--- config.mk ---
export PLATFORM = sky130hd
export DESIGN_NAME = pipe_skid_stage
export DESIGN_NICKNAME = d
export VERILOG_FILES = /design/src/rtl/pipe_skid_stage_pkg.sv /design/src/rtl/pipe_stage_ctrl.sv /design/src/rtl/pipe_skid_stage.sv
export SDC_FILE = /design/constraint.sdc
export NUM_CORES = 1
export LEC_CHECK = 0
export ABC_CLOCK_PERIOD_IN_PS = 1500
export BUFFER_PORTS_ARGS = -buffer_cell sky130_fd_sc_hd__buf_4
export CAP_MARGIN = 20
export CORE_AREA = 2 2 175 177
export CTS_CLUSTER_SIZE = 40
export DETAILED_ROUTE_END_ITERATION = 8
export DIE_AREA = 0 0 177 179
export GPL_ROUTABILITY_DRIVEN = 0
export HOLD_SLACK_MARGIN = 0.12
export RECOVER_POWER = 100
export SETUP_SLACK_MARGIN = 0.3
export SLEW_MARGIN = 10
export SYNTH_ARGS = -nofsm -noshare
export SYNTH_HDL_FRONTEND = slang
export SYNTH_SLANG_ARGS = --single-unit
--- constraint.sdc ---
create_clock -name clk -period 1.5 [get_ports clk]
set_input_delay 0.15 -clock clk [delete_from_list [all_inputs] [get_ports clk]]
set_output_delay 0.15 -clock clk [all_outputs]
set_load 0.1 [all_outputs]
--- src/rtl/pipe_skid_stage_pkg.sv ---
// Shared stage bundles, reset payloads and occupancy state codes
// for the generic inter-stage pipeline register.
package pipe_skid_stage_pkg;

  localparam logic [31:0] PC_RESET = 32'h1C00_0000;
  localparam logic [31:0] INSN_NOP = 32'h0000_0013;

  typedef enum logic [4:0] {
    ALU_NOP = 5'd0,
    ALU_ADD = 5'd1,
    ALU_SUB = 5'd2,
    ALU_AND = 5'd3,
    ALU_OR  = 5'd4
  } aluop_e;

  typedef struct packed {
    logic ifetch;
    logic illegal;
    logic ecall;
    logic load;
    logic store;
  } exc_t;

  localparam exc_t EXCEPTION_NOP = '0;

  typedef struct packed {
    logic [31:0] pc;
    logic [31:0] instr;
    exc_t        exc;
  } if_id_t;

  typedef struct packed {
    logic [31:0] pc;
    aluop_e      aluop;
    logic [31:0] rs1_val;
    logic [31:0] rs2_val;
    logic [4:0]  rd;
    exc_t        exc;
  } id_ex_t;

  typedef struct packed {
    logic [31:0] pc;
    logic [31:0] alu_res;
    logic [31:0] st_data;
    logic [4:0]  rd;
    exc_t        exc;
  } ex_mem_bundle_t;

  typedef struct packed {
    logic [31:0] pc;
    logic [31:0] wb_data;
    logic [4:0]  rd;
    logic        wen;
  } mem_wb_t;

  localparam int IF_ID_W  = $bits(if_id_t);
  localparam int ID_EX_W  = $bits(id_ex_t);
  localparam int EX_MEM_W = $bits(ex_mem_bundle_t);
  localparam int MEM_WB_W = $bits(mem_wb_t);

  localparam if_id_t IF_ID_RESET = '{
    pc: PC_RESET, instr: INSN_NOP, exc: EXCEPTION_NOP};
  localparam id_ex_t ID_EX_RESET = '{
    pc: PC_RESET, aluop: ALU_NOP, rs1_val: '0,
    rs2_val: '0, rd: '0, exc: EXCEPTION_NOP};
  localparam ex_mem_bundle_t EX_MEM_RESET = '{
    pc: PC_RESET, alu_res: '0, st_data: '0,
    rd: '0, exc: EXCEPTION_NOP};
  localparam mem_wb_t MEM_WB_RESET = '{
    pc: PC_RESET, wb_data: '0, rd: '0, wen: 1'b0};

  // Encoding doubles as the occupancy count.
  localparam logic [1:0] ST_EMPTY   = 2'd0;
  localparam logic [1:0] ST_FULL    = 2'd1;
  localparam logic [1:0] ST_SKIDDED = 2'd2;

endpackage

--- src/rtl/pipe_stage_ctrl.sv ---
// Occupancy FSM for the pipeline register: decides which
// datapath register loads and drives the handshake outputs.
module pipe_stage_ctrl
  import pipe_skid_stage_pkg::*;
#(
  parameter bit SKID = 1'b1
) (
  input  logic       clk,
  input  logic       rst,
  input  logic       flush,
  input  logic       in_valid,
  input  logic       out_ready,
  output logic       in_ready,
  output logic       out_valid,
  output logic       load_main,
  output logic       load_skid,
  output logic       main_from_skid,
  output logic [1:0] occupancy
);

  logic [1:0] state_q, state_d;
  logic       in_acc, out_acc;

  assign out_valid = (state_q != ST_EMPTY);
  assign occupancy = state_q;
  assign in_acc    = in_valid & in_ready;
  assign out_acc   = out_valid & out_ready;

  always_comb begin
    state_d        = state_q;
    load_main      = 1'b0;
    load_skid      = 1'b0;
    main_from_skid = 1'b0;
    case (state_q)
      ST_EMPTY: begin
        if (in_acc) begin
          state_d   = ST_FULL;
          load_main = 1'b1;
        end
      end
      ST_FULL: begin
        if (in_acc && out_acc) begin
          load_main = 1'b1;
        end else if (in_acc) begin
          state_d   = ST_SKIDDED;
          load_skid = 1'b1;
        end else if (out_acc) begin
          state_d = ST_EMPTY;
        end
      end
      ST_SKIDDED: begin
        if (out_acc) begin
          state_d        = ST_FULL;
          main_from_skid = 1'b1;
        end
      end
      default: state_d = ST_EMPTY;
    endcase
    // Flush shares reset's next state; handshakes this cycle are void.
    if (rst || flush) begin
      state_d        = ST_EMPTY;
      load_main      = 1'b0;
      load_skid      = 1'b0;
      main_from_skid = 1'b0;
    end
  end

  always_ff @(posedge clk) begin
    if (rst) state_q <= ST_EMPTY;
    else     state_q <= state_d;
  end

  if (SKID) begin : g_reg_ready
    logic in_ready_q, in_ready_d;
    assign in_ready_d = (state_d != ST_SKIDDED);
    assign in_ready   = in_ready_q;
    always_ff @(posedge clk) begin
      if (rst) in_ready_q <= 1'b1;
      else     in_ready_q <= in_ready_d;
    end
  end else begin : g_comb_ready
    assign in_ready = !out_valid || out_ready;
  end

endmodule

--- src/rtl/pipe_skid_stage.sv ---
// Generic valid/ready pipeline register with optional two-entry
// skid buffer; payload is opaque and never interpreted.
module pipe_skid_stage
  import pipe_skid_stage_pkg::*;
#(
  parameter int              DATA_W    = 128,
  parameter logic [DATA_W-1:0] RESET_VAL = '0,
  parameter bit              SKID      = 1'b1
) (
  input  logic              clk,
  input  logic              rst,
  input  logic              flush,
  input  logic              in_valid,
  output logic              in_ready,
  input  logic [DATA_W-1:0] in_data,
  output logic              out_valid,
  input  logic              out_ready,
  output logic [DATA_W-1:0] out_data,
  output logic [1:0]        occupancy
);

  logic              load_main, load_skid, main_from_skid;
  logic              kill;
  logic [DATA_W-1:0] main_q, main_d, skid_q;

  assign kill = rst | flush;

  pipe_stage_ctrl #(.SKID(SKID)) u_ctrl (
    .clk           (clk),
    .rst           (rst),
    .flush         (flush),
    .in_valid      (in_valid),
    .out_ready     (out_ready),
    .in_ready      (in_ready),
    .out_valid     (out_valid),
    .load_main     (load_main),
    .load_skid     (load_skid),
    .main_from_skid(main_from_skid),
    .occupancy     (occupancy)
  );

  always_comb begin
    main_d = main_q;
    if (kill)                main_d = RESET_VAL;
    else if (main_from_skid) main_d = skid_q;
    else if (load_main)      main_d = in_data;
  end

  always_ff @(posedge clk) begin
    if (rst) main_q <= RESET_VAL;
    else     main_q <= main_d;
  end

  if (SKID) begin : g_skid
    logic [DATA_W-1:0] skid_d;
    always_comb begin
      skid_d = skid_q;
      if (kill)           skid_d = RESET_VAL;
      else if (load_skid) skid_d = in_data;
    end
    always_ff @(posedge clk) begin
      if (rst) skid_q <= RESET_VAL;
      else     skid_q <= skid_d;
    end
  end else begin : g_noskid
    logic unused_load_skid;
    assign unused_load_skid = load_skid;
    assign skid_q = RESET_VAL;
  end

  assign out_data = main_q;

  a_stall_stable: assert property (@(posedge clk) disable iff (rst)
    (out_valid && !out_ready && !flush) |=>
      (out_valid && $stable(out_data)));
  a_full_not_ready: assert property (@(posedge clk) disable iff (rst)
    (occupancy == 2'd2) |-> !in_ready);
  a_valid_occ: assert property (@(posedge clk) disable iff (rst)
    out_valid == (occupancy != 2'd0));

endmodule

==> flow_summary.toml, run 1 <==
[critical_path]
crit_path_start_kind = "flip-flop"
critPathKind = "flip-flop to flip-flop"
crit_required_ns = 1.96
cp_max_fo = 7
arrival_ns = 1.99
end_kind = "flip-flop"
reg2reg_depth = 7

[placement]
io_buffers = 264
placedCellCount = 1874
placedInstanceArea_um2 = 12400
dp.final_hpwl_um = 17900

[cells_and_area]
multi_input_area_um2 = 5740
areaGrowthSynthToFinish_pct = 83.1
layout.nets = 1855
drive_gt1_share_pct = 44.2
final_cell_area_um2 = 18200
antennaDiodeCount = 0
final-seq-area_um2 = 5200
final_cell_count_no_fill = 2139
fillCellCount = 2432

[timing]
rsz0062_at_grt = "yes"
clock_skew_ns = 0.00923
fmax_ghz = 0.654
slew_violations = 0
setup_viol = 14
hold_viol = 0
post-route-min-period_ns = 1.53
tightest_slew_ns = 0.337
slew_headroom_pct = 77.7
worst_slack_ns = -0.0283
fin_crit_sh_pct = 102

[power]
power_density_nw_per_um2 = 972
vdd_drop_max_v = 0.000676
power_leakage_nw = 8.09

[routing]
first_pass_iters = 5
drt_iter0_drc = 786
dr_total_vias = 11093
wirelength_um = 41700
ant_nets = 0
drc = 0
post_drt_wl_per_cell_um = 19.5
viasPerCell = 5.19

[die]
dieArea_um2 = 31700
die_h_um = 179
fp.dieW_um = 177
start_util_pct = 33.1
fp-row-count = 64
io_pins = 265
core_um2 = 30000

[flow_run]
maxCapViolCount = 0

[cts]
cts_sinks = 259
htree_num_levels = 1
cts_max_path_buffers = 3
cts_tree = "done"
clock_latency_ns = 0.54
cts_buffers = 29
cts_root_buf = "clkbuf_16"
clkTransAtPathRegs_ns = 0.06

[grt]
overflow = 0
grt_max_degree = 43
antenna_found_initial = 0
grtUsageTotal_pct = 22.2
grt_pass1_vias = 9947
grt_pass1_wl_um = 55200

[yosys]
yosys_most_used_dff = "dfxtp_1"
synth_area_um2 = 9950
syn-num-nets = 1421
ys.warnings.count = 0
avgSynthCellArea_um2 = 7.72
async_reset_ff_share_pct = 0
seq_area_frac_synth_pct = 52.1
netlist_instances = 1288
synth_enable_flop_cells = 0
ys_ff_latch = 259
yosysUniqueCellTypes = 25

[status]
violations = "setup timing"
outcome = "finished, violations left"

[min_path]
hold_path_class = "input pin to flip-flop"
hold_depth = 5
-- cell usage in the layout (no fill, tap or decap), types with 37 or more instances in the layout --
cell / Yosys / final
nand3_2: 0 / 88
clkbuf_4: 0 / 88
dlygate4sd3_1: 0 / 130
nand2_2: 0 / 144
nand2_4: 0 / 84
clkbuf_16: 0 / 49
o21ai_1: 33 / 37
a31oi_1: 128 / 125
buf_12: 0 / 39
nand2_1: 515 / 286
o21ai_0: 95 / 91
buf_4: 18 / 188
dfxtp_1: 259 / 256
-- worst paths after layout --
check	start	slack (ns)	endpoint
min	out_ready	0.14	u_ctrl.occupancy[0]
max	u_ctrl.occupancy[1]	-0.03	out_data[40]
min reg2reg	skid_q[127]	0.45	skid_q[127]
max reg2reg	u_ctrl.occupancy[1]	-0.03	out_data[40]
-- flip-flops by register name, summed over array words and instances (netlist names) --
name,count
out_data,128
skid_q,128
u_ctrl.in_ready,1
u_ctrl.occupancy,2
-- worst max-delay path, cell delays in order (launching register included) --
cell	delay [ns]
dfxtp_4	0.36
nand3b_4	0.18
nor2_4	0.18
buf_4	0.16
buf_12	0.15
clkbuf_16	0.17
nand2_1	0.06
a31oi_1	0.18
-- synthesized netlist by cell type (2+ instances only) --
library cell / number / share of area (%)
o21ai_0: 95 / 4.8
a21oi_1: 2 / 0.10
buf_6: 10 / 1.1
buf_2: 45 / 2.3
nor2_1: 2 / 0.075
o21ai_1: 33 / 1.7
buf_4: 18 / 1.4
nand2_1: 515 / 19
clkbuf_1: 30 / 1.1
dfxtp_1: 259 / 52
buf_1: 9 / 0.34
a31oi_1: 128 / 8.1
nor2b_1: 2 / 0.13
nand3_1: 129 / 6.5
-- cell type report --
cell class | count | share of cell area, %
Multi-Input combinational cell | 916 | 31.5
Clock inverter | 13 | 0.817
Inverter | 1 | 0.0206
Clock buffer | 39 | 4.52
Tap cell | 396 | 2.72
Sequential cell | 259 | 28.5
Timing Repair Buffer | 515 | 31.9
-- where the power goes --
part | switching (mW) | internal [mW] | leakage [nW] | total (mW)
combinational | 1.98 | 1.32 | 5.51 | 3.31
sequential | 0.112 | 7.02 | 2.10 | 7.13
clock | 2.94 | 4.35 | 0.480 | 7.28
-- metal layers --
| metal | GRT usage [%] | part of all wire, % | vias to the layer above |
|---|---|---|---|
| li1 | - | - | 5247 |
| met4 | 5.96 | 2.2 | 0 |
| met3 | 3.94 | 6.5 | 64 |
| met5 | 0 | 0 | - |
| met1 | 29.6 | 43 | 5380 |
| met2 | 36.9 | 49 | 402 |
-- through the flow --
stage | hold slack, ns | setup slack, ns | power [mW] | util (%) | setup TNS (ns)
3_5_place_dp | 0.346 | 0.0560 | 9.39 | 41.4 | 0
6_report | 0.138 | -0.0283 | 17.7 | 60.7 | -0.0952
3_3_place_gp | 0.344 | 0.0739 | 9.38 | 41.4 | 0
4_1_cts | 0.111 | -0.0101 | 17.4 | 54.3 | -0.0101
5_1_grt | 0.174 | -0.0874 | 18.3 | 60.7 | -4.04
2_1_floorplan | 0.249 | 0.0465 | 8.67 | - | 0
-- timing repair --
action                     CTS  global route
pin swaps                  153           311
hold endpoints to repair   259             0
cloned                      29            25
hold buffers               131             0
gates resized for setup    175           330
setup buffers               23             5
setup endpoints to repair  390           391
-- kinds of logic after synthesis --
logic type	synth area share (%)
compound gates	14.7
buf+inv	6.26
flops	52.1
mux	0.101
simple gates	26.8
Note: power is estimated with default switching activity, not from simulation.
==> run 2: changes to the inputs <==
- ABC_CLOCK_PERIOD_IN_PS: 1500 -> unset
- clock period: 1.5 -> 1.92 ns (I/O delays scaled with it)
==> flow_summary.toml, run 2 (synthesis results as in run 1) <==
[cts]
clkTransAtPathRegs_ns = 0.06
cts_root_buf = "clkbuf_16"
cts_buffers = 28
cts_max_path_buffers = 3
htree_num_levels = 1
cts_setup_buffers = 0
cts_sinks = 259
cts_tree = "done"
clock_latency_ns = 0.53

[grt]
overflow = 0
grt_pass1_vias = 9179
grt_pass1_wl_um = 46500
antenna_found_initial = 0
gr-usage-met3_pct = 3.35
grtUsageTotal_pct = 17.8
use_met2_pct = 29.5
use_met1_pct = 23.6
top_usage_layer = "met2"
grt_max_degree = 129

[cells_and_area]
utilization_pct = 47.3
layout_commonest_cell = "nand2_1"
layout.nets = 1761
fillCellCount = 2938
drive_gt1_share_pct = 21.1
areaGrowthSynthToFinish_pct = 42.7
final_cell_mix = "nand2_1, dfxtp_1, buf_4"
antennaDiodeCount = 0
final_cell_area_um2 = 14200

[die]
core_um2 = 30000
fp-row-count = 64
die_h_um = 179
start_util_pct = 33.1
dieArea_um2 = 31700
io_pins = 265
fp.dieW_um = 177

[power]
finalPower_mw = 12.7
power_density_nw_per_um2 = 898
vdd_drop_max_v = 0.000543
power_leakage_nw = 6.26

[critical_path]
crit_family = "buffers and inverters"
rrSetupSlack_ns = 0.25
critPathKind = "flip-flop to primary output"
critical_path_buf_inv_count = 1
arrival_ns = 1.51
crit_path_start_kind = "flip-flop"
crit_required_ns = 1.73
cp_max_fo = 7
end_kind = "primary output"
crit_chain = "clkbuf_2"
regToRegEndpoint = "skid_q[20]"
reg2reg_depth = 5
slowest_delay_ns = 0.53
cp_slowest_cell = "clkbuf_2"
r2r_start = "u_ctrl.occupancy[0]"
startpoint = "u_ctrl.occupancy[0]"

[timing]
fin_crit_sh_pct = 88.7
hold_viol = 0
tightest_slew_ns = 0.611
slew_violations = 0
post-route-min-period_ns = 1.70
fmax_ghz = 0.587
setup_viol = 0
fin_hold_ws_ns = 0.189
slew_headroom_pct = 59.4
fin_setup_tns_ns = 0
rsz0062_at_grt = "yes"
clock_skew_ns = 0.00607

[routing]
first_pass_iters = 5
viasPerCell = 4.88
ant_nets = 0
wirelength_um = 29600
dr_total_vias = 9983
drc = 0
drt_iter0_drc = 723
post_drt_wl_per_cell_um = 14.5

[status]
outcome = "finished, final reports clean"

[min_path]
min_to = "u_ctrl.occupancy[0]"
hold_depth = 5
min-delay-start = "in_valid"
hold_path_class = "input pin to flip-flop"

[flow_run]
maxCapViolCount = 0

[placement]
io_buffers = 264
placedInstanceArea_um2 = 12300
dp.final_hpwl_um = 17700
-- run 2: cell count changes in the layout (fill, tap and decap cells not counted), moves of 9 or more --
cell | before | now
clkbuf_16 | 49 | 29
buf_6 | 9 | 0
nand2_4 | 84 | 1
buf_16 | 35 | 1
nand2_2 | 144 | 0
clkbuf_2 | 0 | 128
buf_12 | 39 | 15
buf_4 | 188 | 146
nand2_1 | 286 | 513
nand3_1 | 35 | 128
clkbuf_4 | 88 | 0
nand3_2 | 88 | 0
-- run 2: worst max-delay path by stage --
stage	endpoint	slack (ns)	cells after the start
2_1_floorplan	skid_q[117]	0.32	6
3_3_place_gp	out_data[52]	0.40	5
3_5_place_dp	out_data[51]	0.35	5
4_1_cts	out_data[51]	0.34	5
5_1_grt	occupancy[0]	0.14	1
6_report	occupancy[0]	0.22	1
-- run 2: what timing repair did --
item / in CTS / in global routing
gates cloned: 0 / 0
gates resized for setup: 4 / 5
hold endpoints to repair: 259 / 0
pin swaps: 0 / 0
setup endpoints to repair: 1 / 100
hold buffers: 131 / 0
-- run 2: layout make-up --
type / instances / area (um^2) / share of cell area (%)
Tap cell: 396 / 495 / 3.49
Inverter: 1 / 3.75 / 0.0264
Multi-Input combinational cell: 916 / 4200 / 29.6
Clock inverter: 13 / 100 / 0.705
Clock buffer: 39 / 833 / 5.87
Sequential cell: 259 / 5190 / 36.5
Timing Repair Buffer: 422 / 3380 / 23.8
-- run 2: metal layers --
| layer | routed length (um) | vias up |
|---|---|---|
| met5 | 0 | - |
| met4 | 784 | 0 |
| met3 | 1830 | 50 |
| met2 | 13700 | 283 |
| met1 | 13300 | 4642 |
| li1 | - | 5008 |
-- run 2: where the power goes --
| part | switching, mW | internal [mW] | leakage, nW |
|---|---|---|---|
| sequential | 0.0658 | 5.48 | 2.10 |
| clock | 2.20 | 3.16 | 0.469 |
| combinational | 1.23 | 0.603 | 3.69 |
| total | 3.50 | 9.25 | 6.26 |
-- run 2: metrics by stage --
| stage | setup WS [ns] | instances |
|---|---|---|
| after floorplan | 0.319 | 1288 |
| after global placement | 0.397 | 1863 |
| after detailed placement | 0.345 | 1863 |
| after CTS | 0.337 | 2046 |
| after global routing | 0.145 | 2046 |
| final | 0.218 | 2046 |
